### src/rtl/demux4_2_buf_if.sv
// Handshake bundle for the 1-to-4 distributor: one select/valid/ready input side,
// four valid/ready output channels with head data and an aggregate busy flag.
interface demux4_2_buf_if #(
  parameter int WIDTH = 16
);
  logic             s1;
  logic             s0;
  logic             in_valid;
  logic             in_ready;
  logic [WIDTH-1:0] d_in;
  logic [3:0]       out_valid;
  logic [3:0]       out_ready;
  logic [WIDTH-1:0] q3;
  logic [WIDTH-1:0] q2;
  logic [WIDTH-1:0] q1;
  logic [WIDTH-1:0] q0;
  logic             busy;

  modport master (
    output s1, s0, in_valid, d_in, out_ready,
    input  in_ready, out_valid, q3, q2, q1, q0, busy
  );

  modport slave (
    input  s1, s0, in_valid, d_in, out_ready,
    output in_ready, out_valid, q3, q2, q1, q0, busy
  );
endinterface

### src/rtl/demux4_2_buf.sv
// Registered 1-to-4 distributor: word goes to channel {s1,s0}, each channel has its own
// DEPTH-entry FIFO; 1-cycle latency, a stalled consumer only blocks its own channel.
module demux4_2_buf #(
  parameter int WIDTH = 16,
  parameter int DEPTH = 2
) (
  input  logic           clk,
  input  logic           rst_n,
  demux4_2_buf_if.slave  bus
);
  localparam int PW = (DEPTH > 1) ? $clog2(DEPTH) : 1;
  localparam int CW = PW + 1;

  logic [1:0]       sel;
  logic [CW-1:0]    cnt    [4];
  logic [PW-1:0]    rd_ptr [4];
  logic [PW-1:0]    wr_ptr [4];
  logic [WIDTH-1:0] mem    [4][DEPTH];
  logic [WIDTH-1:0] head   [4];
  logic [3:0]       full;
  logic [3:0]       vld;
  logic [3:0]       push;
  logic [3:0]       pop;

  assign sel = {bus.s1, bus.s0};

  always_comb begin
    full = '0;
    vld  = '0;
    push = '0;
    pop  = '0;
    for (int i = 0; i < 4; i++) begin
      full[i] = (cnt[i] == CW'(DEPTH));
      vld[i]  = (cnt[i] != '0);
      pop[i]  = vld[i] & bus.out_ready[i];
      push[i] = bus.in_valid & ~full[i] & (sel == 2'(i));
    end
  end

  // Ready looks only at the selected channel's count, never at out_ready.
  assign bus.in_ready  = ~full[sel];
  assign bus.out_valid = vld;
  assign bus.busy      = |vld;

  always_ff @(posedge clk) begin
    if (!rst_n) begin
      for (int i = 0; i < 4; i++) begin
        cnt[i]    <= '0;
        rd_ptr[i] <= '0;
        wr_ptr[i] <= '0;
      end
    end else begin
      for (int i = 0; i < 4; i++) begin
        if (push[i]) wr_ptr[i] <= wr_ptr[i] + PW'(1);
        if (pop[i])  rd_ptr[i] <= rd_ptr[i] + PW'(1);
        if (push[i] && !pop[i])      cnt[i] <= cnt[i] + CW'(1);
        else if (pop[i] && !push[i]) cnt[i] <= cnt[i] - CW'(1);
      end
    end
  end

  always_ff @(posedge clk) begin
    for (int i = 0; i < 4; i++) begin
      if (push[i]) mem[i][wr_ptr[i]] <= bus.d_in;
    end
  end

  always_comb begin
    for (int i = 0; i < 4; i++) begin
      head[i] = vld[i] ? mem[i][rd_ptr[i]] : '0;
    end
  end

  assign bus.q0 = head[0];
  assign bus.q1 = head[1];
  assign bus.q2 = head[2];
  assign bus.q3 = head[3];
endmodule

### src/flat_wrapper.sv
// flat-port wrapper written by rule: the top's interface ports become plain ports
module demux4_2_buf_flat 
#(
  parameter int WIDTH = 16,
  parameter int DEPTH = 2
)
  (clk, rst_n, bus_s1, bus_s0, bus_in_valid, bus_d_in, bus_out_ready, bus_in_ready, bus_out_valid, bus_q3, bus_q2, bus_q1, bus_q0, bus_busy);
  demux4_2_buf_if #(.WIDTH(WIDTH)) bus_i ();
  input  logic clk;
  input  logic rst_n;
  input wire logic [$bits(bus_i.s1)-1:0] bus_s1;
  input wire logic [$bits(bus_i.s0)-1:0] bus_s0;
  input wire logic [$bits(bus_i.in_valid)-1:0] bus_in_valid;
  input wire logic [$bits(bus_i.d_in)-1:0] bus_d_in;
  input wire logic [$bits(bus_i.out_ready)-1:0] bus_out_ready;
  output wire logic [$bits(bus_i.in_ready)-1:0] bus_in_ready;
  output wire logic [$bits(bus_i.out_valid)-1:0] bus_out_valid;
  output wire logic [$bits(bus_i.q3)-1:0] bus_q3;
  output wire logic [$bits(bus_i.q2)-1:0] bus_q2;
  output wire logic [$bits(bus_i.q1)-1:0] bus_q1;
  output wire logic [$bits(bus_i.q0)-1:0] bus_q0;
  output wire logic [$bits(bus_i.busy)-1:0] bus_busy;
  assign bus_i.s1 = bus_s1;
  assign bus_i.s0 = bus_s0;
  assign bus_i.in_valid = bus_in_valid;
  assign bus_i.d_in = bus_d_in;
  assign bus_i.out_ready = bus_out_ready;
  assign bus_in_ready = bus_i.in_ready;
  assign bus_out_valid = bus_i.out_valid;
  assign bus_q3 = bus_i.q3;
  assign bus_q2 = bus_i.q2;
  assign bus_q1 = bus_i.q1;
  assign bus_q0 = bus_i.q0;
  assign bus_busy = bus_i.busy;
  demux4_2_buf #(.WIDTH(WIDTH), .DEPTH(DEPTH)) u_core (.clk(clk), .rst_n(rst_n), .bus(bus_i));
endmodule
### config.mk
export PLATFORM = sky130hd
export DESIGN_NAME = demux4_2_buf_flat
export DESIGN_NICKNAME = d
export VERILOG_FILES = /design/src/rtl/demux4_2_buf_if.sv /design/src/rtl/demux4_2_buf.sv /design/src/flat_wrapper.sv
export SDC_FILE = /design/constraint.sdc
export NUM_CORES = 1
export LEC_CHECK = 0
export BUFFER_PORTS_ARGS = -buffer_cell sky130_fd_sc_hd__buf_2
export CORE_ASPECT_RATIO = 1.5
export CORE_MARGIN = 2
export CORE_UTILIZATION = 55
export CTS_CLUSTER_SIZE = 16
export DETAILED_ROUTE_END_ITERATION = 8
export PLACE_DENSITY = 0.78
export RECOVER_POWER = 100
export SETUP_SLACK_MARGIN = 0.4
export SYNTH_ARGS = -nofsm -noshare
export SYNTH_HDL_FRONTEND = slang
export SYNTH_SLANG_ARGS = --single-unit
export TNS_END_PERCENT = 30
### constraint.sdc
create_clock -name clk -period 2.5 [get_ports clk]
set_input_delay 0.5 -clock clk [delete_from_list [all_inputs] [get_ports clk]]
set_output_delay 0.5 -clock clk [all_outputs]
set_load 0.05 [all_outputs]
==> results of run 1 <==
per-layer routing:
| layer | global-route usage | routed length [um] |
|---|---|---|
| met1 | 0.281 | 5190 |
| met2 | 0.389 | 7120 |
| met3 | 0.0557 | 814 |
| met4 | 0.113 | 516 |
| met5 | 0 | 0 |
how the worst max path moves through the flow:
| stage | cells after the start | slack (ps) | startpoint | to |
|---|---|---|---|---|
| global placement | 3 | 610 | bus_s0 | bus_in_ready |
| CTS | 5 | 220 | u_core.cnt[0][6] | bus_in_ready |
| global route | 6 | 90 | u_core.cnt[0][6] | bus_busy |
| floorplan | 5 | 420 | u_core.cnt[0][6] | bus_q3[10] |
| detailed placement | 4 | 580 | u_core.rd_ptr[3] | bus_q3[5] |
| finish | 5 | 170 | u_core.cnt[0][6] | bus_in_ready |
placed cells by master, fill, tap and decap left out, types with 2 or more instances in the layout:
master      count
a21o_1          2
a21oi_1         2
and3_1          6
and3b_2         2
buf_2          13
buf_4          11
buf_6           5
buf_8           4
bufinv_16       2
clkbuf_1       55
clkbuf_16      19
clkbuf_2       37
clkinv_4        3
clkinvlp_4      4
dfxtp_1         6
edfxtp_1      138
inv_1           5
inv_2           2
inv_6           3
mux2i_1        69
nand2_1        12
nand2b_1        7
nand3_1         6
nor2_1         55
nor2_2          7
nor2_4         12
nor3_1          5
o21ai_0         3
or3_1           2
xnor2_1         2
xor2_1          2
repair_timing:
action                                  CTS  global route
resized for setup                        12           102
endpoints found under the setup margin   30            70
pin swaps                                 1             5
cloned                                    0             3
buffers inserted                          2             5
metrics by stage:
step                      cells  cell area [sq um]
after floorplan             376               5800
after global placement      620               6540
after detailed placement    620               6540
after CTS                   654               7180
after global routing        662               7310
final                       662               7310
registers in the layout (all words and copies together), names as in the netlist:
name	flops
u_core.mem	128
u_core.cnt	8
u_core.wr_ptr	4
u_core.rd_ptr	4
cells by family after synthesis:
group                      count (synthesis)  synth area share
DFF                                      144             0.735
and+or+nand+nor                          122            0.0986
muxes                                     71             0.125
buffers and inverters                     22            0.0190
AOI/OAI and AO/OA                         11            0.0121
xor gates and xnor gates                   4           0.00604
adders and majority gates                  2           0.00431
power by group through the flow:
stage          sequential, W  combinational [W]  clock, W
2_1_floorplan        0.00279           0.000842         0
3_3_place_gp         0.00280            0.00111         0
3_5_place_dp         0.00281            0.00113         0
4_1_cts              0.00275            0.00117   0.00247
5_1_grt              0.00276            0.00135   0.00260
6_report             0.00275            0.00129   0.00247
layout make-up:
cell class	instances	share of cell area
tap	141	0.0241
timing repair buffer	127	0.0987
clock buffer	18	0.0587
inverter	8	0.00411
clock inverter	14	0.0217
multi-input combinational	210	0.210
sequential	144	0.583
==> qor.yml, run 1 <==
worst_hold_path:
  hp-start: "bus_d_in[5]"
  hold_path.class: "in -> reg"
  min_to: "u_core.mem[2][5]"
  whs_path_depth: 1
global_routing:
  grt.total_usage: 0.232
  grt_start_max_net_pins: 19
  grt_pass1_wl_um: 18700
  grt_pass1_vias: 3533
  antenna_found_initial: 0
  grt_overflow: 0
sta:
  fin_crit_sh: 0.932
  maxSlewHeadroom: 0.198
  report.final.hold_viol_count: 0
  finalSetupTns_ps: 0
  slew_viol_final: 0
  max_freq_mhz: 429
  final-setup-viol-count: 0
  tightest_slew_ps: 1200
  rsz0062_at_grt: "yes"
  setup_ws_ps: 169
  fin_crit_ps: 2330
  holdWs_ps: 457
  skew_ps: 11.1
pwr:
  pwr-share-clk: 0.379
  ir_worst_vdd_v: 0.000568
  p_per_area_nw_per_um2: 891
  swShare: 0.299
  p_seq_frac: 0.423
  p_sw_w: 0.00195
  p_int_w: 0.00457
  p_comb_frac: 0.198
  leakagePower_nw: 2.64
  total_power_w: 0.00651
drt:
  drc: 0
  drtIter0Drc: 351
  routed_wl_um: 13600
  first_pass_iters: 5
  vias: 3639
  viasPerCell: 5.50
  avgRoutedWirePerCell_um: 20.6
  ant_nets: 0
synthesis:
  syn_inst: 376
  syn_avg_cell_area_sq_um: 15.4
  yosysMostFrequentCell: "edfxtp_1"
  synthesis.area_sq_um: 5800
  synthTopCellsByArea: "edfxtp_1 71%, mux2i_1 12%, nor2_1 4.7%, dfxtp_1 2.1%, nand2_1 0.78%"
  ys_warn_count: 0
  yosys.area.top_type: "edfxtp_1"
  synth_edf_count: 138
  synthArstFlopShare: 0
  ys_types: 37
  yosysSeqAreaShare: 0.735
  synthTopCellsByCount: "138 x edfxtp_1, 73 x nor2_1, 70 x mux2i_1, 12 x nand2_1"
  ys.flop_type: "edfxtp_1"
  synth.net_count: 403
  synth.top_cell.area_share: 0.715
  ys_ff_latch: 144
worst_setup_path:
  crit_slowest_cell: "mux4_2"
  r2r-end: "u_core.mem[1][13]"
  crit_chain: "inv_1 -> ha_1 -> inv_2 -> mux4_2 -> buf_8"
  regToRegSetupSlack_ps: 380
  crit_required_ps: 2000
  worstSetupStartpointType: "flip-flop"
  reg2reg_from: "u_core.cnt[0][3]"
  crit_buf_inv: 3
  cpPeakStageDelay_ps: 490
  crit_fanout: 3
  critPathKind: "reg -> out"
  critPathCaptureType: "output port"
  crit_arrival_ps: 1830
  path_delay_family: "multiplexers"
  reg2regPathDepth: 3
cells_and_area:
  syn2layout_area_growth_pct: 26.1
  seqCellArea_sq_um: 4260
  multi_input_area_sq_um: 1530
  fillCellCount: 668
  final_core_util: 0.718
  drive_gt1_frac: 0.253
  nNetsFinal: 535
  n_antenna_cell: 0
clock_network:
  cts.hold.buffers_added: 0
  cts_tree: "built"
  root_buffer: "clkbuf_16"
  htree_levels: 4
  cts_made_buffers: 17
  clk_pin_slew_ps: 60
  clock_latency_ps: 420
  clock_sinks: 144
  cts.path.max_buffers: 2
placement:
  place_ws_ps: 577
  hpwl_um: 8160
  gp_congestion: 0.750
  io_buffers: 94
die:
  core_area_sq_um: 10200
  die_w_um: 87.8
  start_util: 0.569
  num_io_pins: 95
  die_area_sq_um: 11400
  rows: 45
  die_h_um: 130
outcome:
  status: "finished clean"
job:
  maxCapViolCount: 0
Note: power is estimated with default switching activity, not from simulation.
==> inputs of run 2 (changes only) <==
--- a/config.mk
+++ b/config.mk
@@ -7,13 +7,11 @@
 export LEC_CHECK = 0
 export BUFFER_PORTS_ARGS = -buffer_cell sky130_fd_sc_hd__buf_2
 export CORE_ASPECT_RATIO = 1.5
-export CORE_MARGIN = 2
 export CORE_UTILIZATION = 55
 export CTS_CLUSTER_SIZE = 16
 export DETAILED_ROUTE_END_ITERATION = 8
 export PLACE_DENSITY = 0.78
 export RECOVER_POWER = 100
-export SETUP_SLACK_MARGIN = 0.4
 export SYNTH_ARGS = -nofsm -noshare
 export SYNTH_HDL_FRONTEND = slang
 export SYNTH_SLANG_ARGS = --single-unit
==> run 2 against run 1 <==
  * Worst hold slack got worse by 7.2 ps
  * Core utilization shrank 3.0 points
  * Combinational power decreased by 14%
  * Die area fell by 3.8%
  * Largest power group unchanged
==> qor.yml, run 2 (synthesized netlist as in run 1, its figures left out) <==
pwr:
  ir_worst_vdd_v: 0.000669  # +18%
  p_comb_frac: 0.180  # -0.018
  leakagePower_nw: 2.61  # -1.2%
  p_int_w: 0.00443  # -2.9%
  pwr-share-clk: 0.375  # -0.004
  p_seq_frac: 0.445  # +0.022
  p_per_area_nw_per_um2: 886  # -0.55%
  p_sw_w: 0.00178  # -8.8%
  swShare: 0.286  # -0.0131
clock_network:
  root_buffer: "clkbuf_16"
  cts.hold.buffers_added: 0  # unchanged
  htree_levels: 4  # unchanged
  cts_resized: 0  # -12
  cts.path.max_buffers: 2  # unchanged
  cts_made_buffers: 17  # unchanged
  post-cts-setup-buffers: 0  # -2
  cts_tree: "built"
  clock_latency_ps: 410  # about the same
  clock_sinks: 144  # unchanged
  clk_pin_slew_ps: 60  # about the same
global_routing:
  antenna_found_initial: 0  # unchanged
  grt_start_max_net_pins: 19  # unchanged
  grt_pass1_wl_um: 18300  # -2.5%
  grt_overflow: 0  # unchanged
  grt_pass1_vias: 3477  # -1.6%
  grt.total_usage: 0.233  # +0.00118
cells_and_area:
  multi_input_area_sq_um: 1420  # -7.3%
  n_antenna_cell: 0  # unchanged
  syn2layout_area_growth_pct: 20.9
  fillCellCount: 720  # +7.8%
  seqCellArea_sq_um: 4260  # unchanged
  mostFrequentLayoutCell: "edfxtp_1"
  drive_gt1_frac: 0.234  # -0.0191
  layout_common_cells: "138 x edfxtp_1, 74 x nor2_1, 70 x mux2i_1, 65 x clkbuf_2, 30 x clkbuf_1"
  largest_reg_flops: 128  # unchanged
  nNetsFinal: 523  # -2.2%
worst_setup_path:
  regToRegSetupSlack_ps: 370  # about the same
  critPathKind: "reg -> out"
  crit_chain: "buf_4 -> mux2i_1 -> nor2_1 -> clkbuf_2"
  worstSetupStartpointType: "flip-flop"
  path_delay_family: "buffers and inverters"
  reg2reg_from: "u_core.cnt[0][3]"
  crit_buf_inv: 2  # -1
  crit_required_ps: 2000  # about the same
  critPathCaptureType: "output port"
  crit_slowest_cell: "edfxtp_1"
  crit_fanout: 11  # +8
  cpPeakStageDelay_ps: 540  # +50 ps
  reg2regPathDepth: 4  # +1
  r2r-end: "u_core.mem[1][20]"
  crit_arrival_ps: 1890  # +60 ps
die:
  num_io_pins: 95  # unchanged
  die_h_um: 128  # -1.5%
  start_util: 0.569  # unchanged
  core_area_sq_um: 10200  # unchanged
  die_area_sq_um: 11000  # -3.8%
  rows: 45  # unchanged
  die_w_um: 85.8  # -2.3%
placement:
  io_buffers: 94  # unchanged
  gp_congestion: 0.777  # +3.6%
  place_ws_ps: 557  # -20.2 ps
  hpwl_um: 8090  # -0.88%
drt:
  ant_nets: 0  # unchanged
  drc: 0  # unchanged
  first_pass_iters: 4  # -1
  avgRoutedWirePerCell_um: 18.5  # -10%
  vias: 3500  # -3.8%
  routed_wl_um: 12000  # -12%
  drtIter0Drc: 256  # -27%
  viasPerCell: 5.39  # -1.9%
worst_hold_path:
  hp-start: "bus_d_in[5]"
  whs_path_depth: 1  # unchanged
  hold_path.class: "in -> reg"
  min_to: "u_core.mem[2][5]"
sta:
  finalSetupTns_ps: 0  # unchanged
  slew_viol_final: 0  # unchanged
  final-setup-viol-count: 0  # unchanged
  skew_ps: 7.10  # -3.96 ps
  max_freq_mhz: 418  # -2.7%
  maxSlewHeadroom: 0.239  # +0.0409
  fin_crit_ps: 2390  # +63.5 ps
  report.final.hold_viol_count: 0  # unchanged
  fin_crit_sh: 0.958  # +0.0254
  tightest_slew_ps: 1140  # -61.4 ps
  setup_ws_ps: 105  # -63.5 ps
  rsz0062_at_grt: "no"
outcome:
  status: "finished clean"
job:
  maxCapViolCount: 0  # unchanged
run 2: cell count changes in the layout (fill, tap and decap cells not counted), sizes merged:
cell,delta
clkbuf,+1
clkinv,+4
buf,-13
clkinvlp,-1
inv,-4
run 2: area by class of cell:
class                   instances  share of cell area
flip-flops and latches        144               0.608
multi-input cells             210               0.203
repair buffers                115              0.0812
clock buffers                  18              0.0612
well taps                     141              0.0252
clock inverters                13              0.0175
inverters                       8             0.00428
run 2: stage by stage:
step / hold WS (ps) / util / instances / cell area, sq um / total power, W
floorplan: 464 / - / 376 / 5800 / 0.00363
global placement: 480 / 0.644 / 618 / 6560 / 0.00392
detailed placement: 489 / 0.644 / 618 / 6560 / 0.00394
CTS: 350 / 0.698 / 649 / 7110 / 0.00625
global route: 461 / 0.688 / 649 / 7010 / 0.00639
finish: 450 / 0.688 / 649 / 7010 / 0.00621
run 2: routing by layer:
metal  track usage  vias up  share of wire
met5             0        -              0
met4         0.122        0          0.026
met3        0.0618       24          0.053
met2         0.391      141           0.53
met1         0.277     1714           0.39
li1              -     1621              -
run 2: worst max path at each step:
| stage | from | end | slack, ps | cells past startpoint |
|---|---|---|---|---|
| after global routing | u_core.rd_ptr[3] | bus_q3[5] | 50 | 4 |
| after detailed placement | bus_s1 | u_core.mem[0][19] | 560 | 5 |
| final | u_core.rd_ptr[3] | bus_q3[5] | 110 | 4 |
| after global placement | bus_s1 | u_core.mem[0][31] | 580 | 5 |
| after floorplan | u_core.cnt[0][6] | bus_q3[10] | 420 | 5 |
| after CTS | u_core.rd_ptr[3] | bus_q3[6] | 130 | 4 |
run 2: power by group through the flow:
stage / Clock [W] / Sequential (W) / Combinational, W
4_1_cts: 0.00235 / 0.00276 / 0.00114
6_report: 0.00233 / 0.00276 / 0.00111
3_3_place_gp: 0 / 0.00281 / 0.00111
3_5_place_dp: 0 / 0.00281 / 0.00113
2_1_floorplan: 0 / 0.00279 / 0.000842
5_1_grt: 0.00244 / 0.00277 / 0.00117
==> inputs of run 3 (changes only) <==
--- a/config.mk
+++ b/config.mk
@@ -7,10 +7,10 @@
 export LEC_CHECK = 0
 export BUFFER_PORTS_ARGS = -buffer_cell sky130_fd_sc_hd__buf_2
 export CORE_ASPECT_RATIO = 1.5
-export CORE_UTILIZATION = 55
+export CORE_UTILIZATION = 45
 export CTS_CLUSTER_SIZE = 16
 export DETAILED_ROUTE_END_ITERATION = 8
-export PLACE_DENSITY = 0.78
+export PLACE_DENSITY = 0.66
 export RECOVER_POWER = 100
 export SYNTH_ARGS = -nofsm -noshare
 export SYNTH_HDL_FRONTEND = slang
==> constraint.sdc (replaced) <==
create_clock -name clk -period 2.7 [get_ports clk]
set_input_delay 0.54 -clock clk [delete_from_list [all_inputs] [get_ports clk]]
set_output_delay 0.54 -clock clk [all_outputs]
set_load 0.05 [all_outputs]
==> run 3 against run 2 <==
  * Wire length is 3.2% higher
  * Final cell count is 2.6% higher
  * Clock power is 9.0% lower
  * Critical path depth stayed put
  * Worst hold slack better by 51 ps
  * Via count is 1.3% lower
  * Sequential power is 7% lower
  * Cell area is 0.25% higher
  * Non-clock buffer count is 1 higher
  * Core utilization is 13 points lower
  * First-iteration DRC count is 39% lower
  * Register-to-register slack worse by 40 ps
  * Largest cell class unchanged
==> qor.yml, run 3 (synthesized netlist as in run 1, its figures left out) <==
clock_network:
  cts.path.max_buffers: 2  # unchanged
  htree_levels: 4  # unchanged
  root_buffer: "clkbuf_16"
  clk_pin_slew_ps: 60  # about the same
  cts_made_buffers: 17  # unchanged
  cts_tree: "built"
  clock_sinks: 144  # unchanged
  clock_latency_ps: 410  # about the same
  cts_resized: 0  # unchanged
die:
  die_h_um: 141  # +10%
  num_io_pins: 95  # unchanged
  core_area_sq_um: 12500  # +23%
  die_area_sq_um: 13400  # +22%
  start_util: 0.463  # -0.106
  rows: 50  # +11%
  die_w_um: 94.7  # +10%
worst_setup_path:
  critPathKind: "reg -> out"
  crit_chain: "nor2_1 -> clkbuf_1 -> nor2_1 -> clkbuf_2"
  cp-startpoint: "u_core.cnt[0][3]"
  critPathCaptureType: "output port"
  crit_path_frequent_cell: "nor2_1"
  worstSetupStartpointType: "flip-flop"
  cpPeakStageDelay_ps: 480  # -60 ps
  reg2reg_from: "u_core.cnt[0][6]"
  crit_end: "bus_q1[0]"
  crit_slowest_cell: "edfxtp_1"
  reg2regPathDepth: 5  # +1
  r2r-end: "u_core.mem[3][5]"
  crit_arrival_ps: 1990  # +100 ps
  crit_fanout: 10  # -1
  regToRegSetupSlack_ps: 330  # -40 ps
  crit_required_ps: 2160  # +160 ps
drt:
  drc: 0  # unchanged
  avgRoutedWirePerCell_um: 18.6  # +0.52%
  viasPerCell: 5.19  # -3.8%
  drtIter0Drc: 155  # -39%
  ant_nets: 0  # unchanged
  first_pass_iters: 4  # unchanged
  routed_wl_um: 12400  # +3.2%
  vias: 3456  # -1.3%
cells_and_area:
  fillCellCount: 1062  # +48%
  seqCellArea_sq_um: 4260  # unchanged
  final_core_util: 0.562  # -0.126
  nNetsFinal: 524  # +0.19%
  mostFrequentLayoutCell: "edfxtp_1"
  drive_gt1_frac: 0.235  # +0.00104
  multi_input_area_sq_um: 1420  # +0.26%
  n_antenna_cell: 0  # unchanged
  syn2layout_area_growth_pct: 21.2
  layout_common_cells: "138 x edfxtp_1, 71 x nor2_1, 70 x mux2i_1, 60 x clkbuf_2, 35 x clkbuf_1"
  largest_reg_flops: 128  # unchanged
global_routing:
  antenna_found_initial: 0  # unchanged
  grt.busiest_layer: "met2"
  met3_usage: 0.0480  # -0.0138
  grt.total_usage: 0.196  # -0.0370
  grt_overflow: 0  # unchanged
  use_met1: 0.219  # -0.0579
  grt_start_max_net_pins: 19  # unchanged
  grt_pass1_vias: 3388  # -2.6%
  grt_pass1_wl_um: 18400  # +0.64%
  use_met2: 0.353  # -0.0377
sta:
  rsz0062_at_grt: "no"
  slew_viol_final: 0  # unchanged
  finalSetupTns_ps: 0  # unchanged
  skew_ps: 10.2  # +3.08 ps
  fin_crit_sh: 0.937
  max_freq_mhz: 395
  setup_ws_ps: 170  # +64.1 ps
  maxSlewHeadroom: 0.215  # -0.0246
  tightest_slew_ps: 1180  # +36.9 ps
  report.final.hold_viol_count: 0  # unchanged
  fin_crit_ps: 2530
  final-setup-viol-count: 0  # unchanged
  holdWs_ps: 501  # +51.1 ps
pwr:
  p_per_area_nw_per_um2: 814  # -8.1%
  ir_worst_vdd_v: 0.000663  # -1.0%
  leakagePower_nw: 2.59  # -0.69%
placement:
  gp_congestion: 0.811  # +4.4%
  place_ws_ps: 348  # -208 ps
  hpwl_um: 8450  # +4.5%
  io_buffers: 94  # unchanged
worst_hold_path:
  hold_path.class: "reg -> reg"
outcome:
  status: "finished clean"
job:
  maxCapViolCount: 0  # unchanged
==> run 3: per-stage QoR <==
step	instances	total power, W	area [sq um]
6_report	666	0.00572	7030
5_1_grt	666	0.00591	7030
4_1_cts	666	0.00579	7140
3_5_place_dp	632	0.00367	6570
3_3_place_gp	632	0.00365	6570
2_1_floorplan	376	0.00336	5800
==> run 3: worst min-delay path by stage <==
| stage | from | to | slack, ps | depth (start not counted) |
|---|---|---|---|---|
| floorplan | u_core.wr_ptr[0] | u_core.wr_ptr[0] | 460 | 2 |
| global placement | u_core.wr_ptr[0] | u_core.wr_ptr[0] | 480 | 2 |
| detailed placement | u_core.wr_ptr[2] | u_core.wr_ptr[2] | 500 | 2 |
| CTS | bus_d_in[9] | u_core.mem[1][9] | 400 | 1 |
| global route | bus_d_in[9] | u_core.mem[1][25] | 490 | 1 |
| finish | u_core.wr_ptr[2] | u_core.wr_ptr[2] | 500 | 2 |
==> run 3: what timing repair did <==
action,in CTS,in global routing
hold buffers,0,0
endpoints found under the setup margin,16,0
setup buffers,2,0
==> run 3: power breakdown <==
| part | switching [W] | internal, W | total (W) |
|---|---|---|---|
| registers | 0.0000440 | 0.00252 | 0.00256 |
| clock network | 0.000863 | 0.00126 | 0.00212 |
| logic | 0.000782 | 0.000251 | 0.00103 |
| total | 0.00169 | 0.00403 | 0.00572 |
==> run 3: worst max-delay path, delay by kind of cell (launching register included) <==
kind	cells	cell delay [ps]
flops	1	480
buf+inv	2	700
simple gates	2	400
==> run 3: area by class of cell <==
cell class / instances / area share
repair buffers: 116 / 0.0808
clock buffers: 18 / 0.0611
multi-input cells: 210 / 0.203
clock inverters: 14 / 0.0169
inverters: 8 / 0.00427
flip-flops and latches: 144 / 0.607
well taps: 156 / 0.0278
==> run 3: metal layers <==
layer  vias to the layer above  wire length, um
met1                      1698             4740
met4                         0              261
li1                       1631                -
met3                        16              516
met2                       111             6870
met5                         -                0
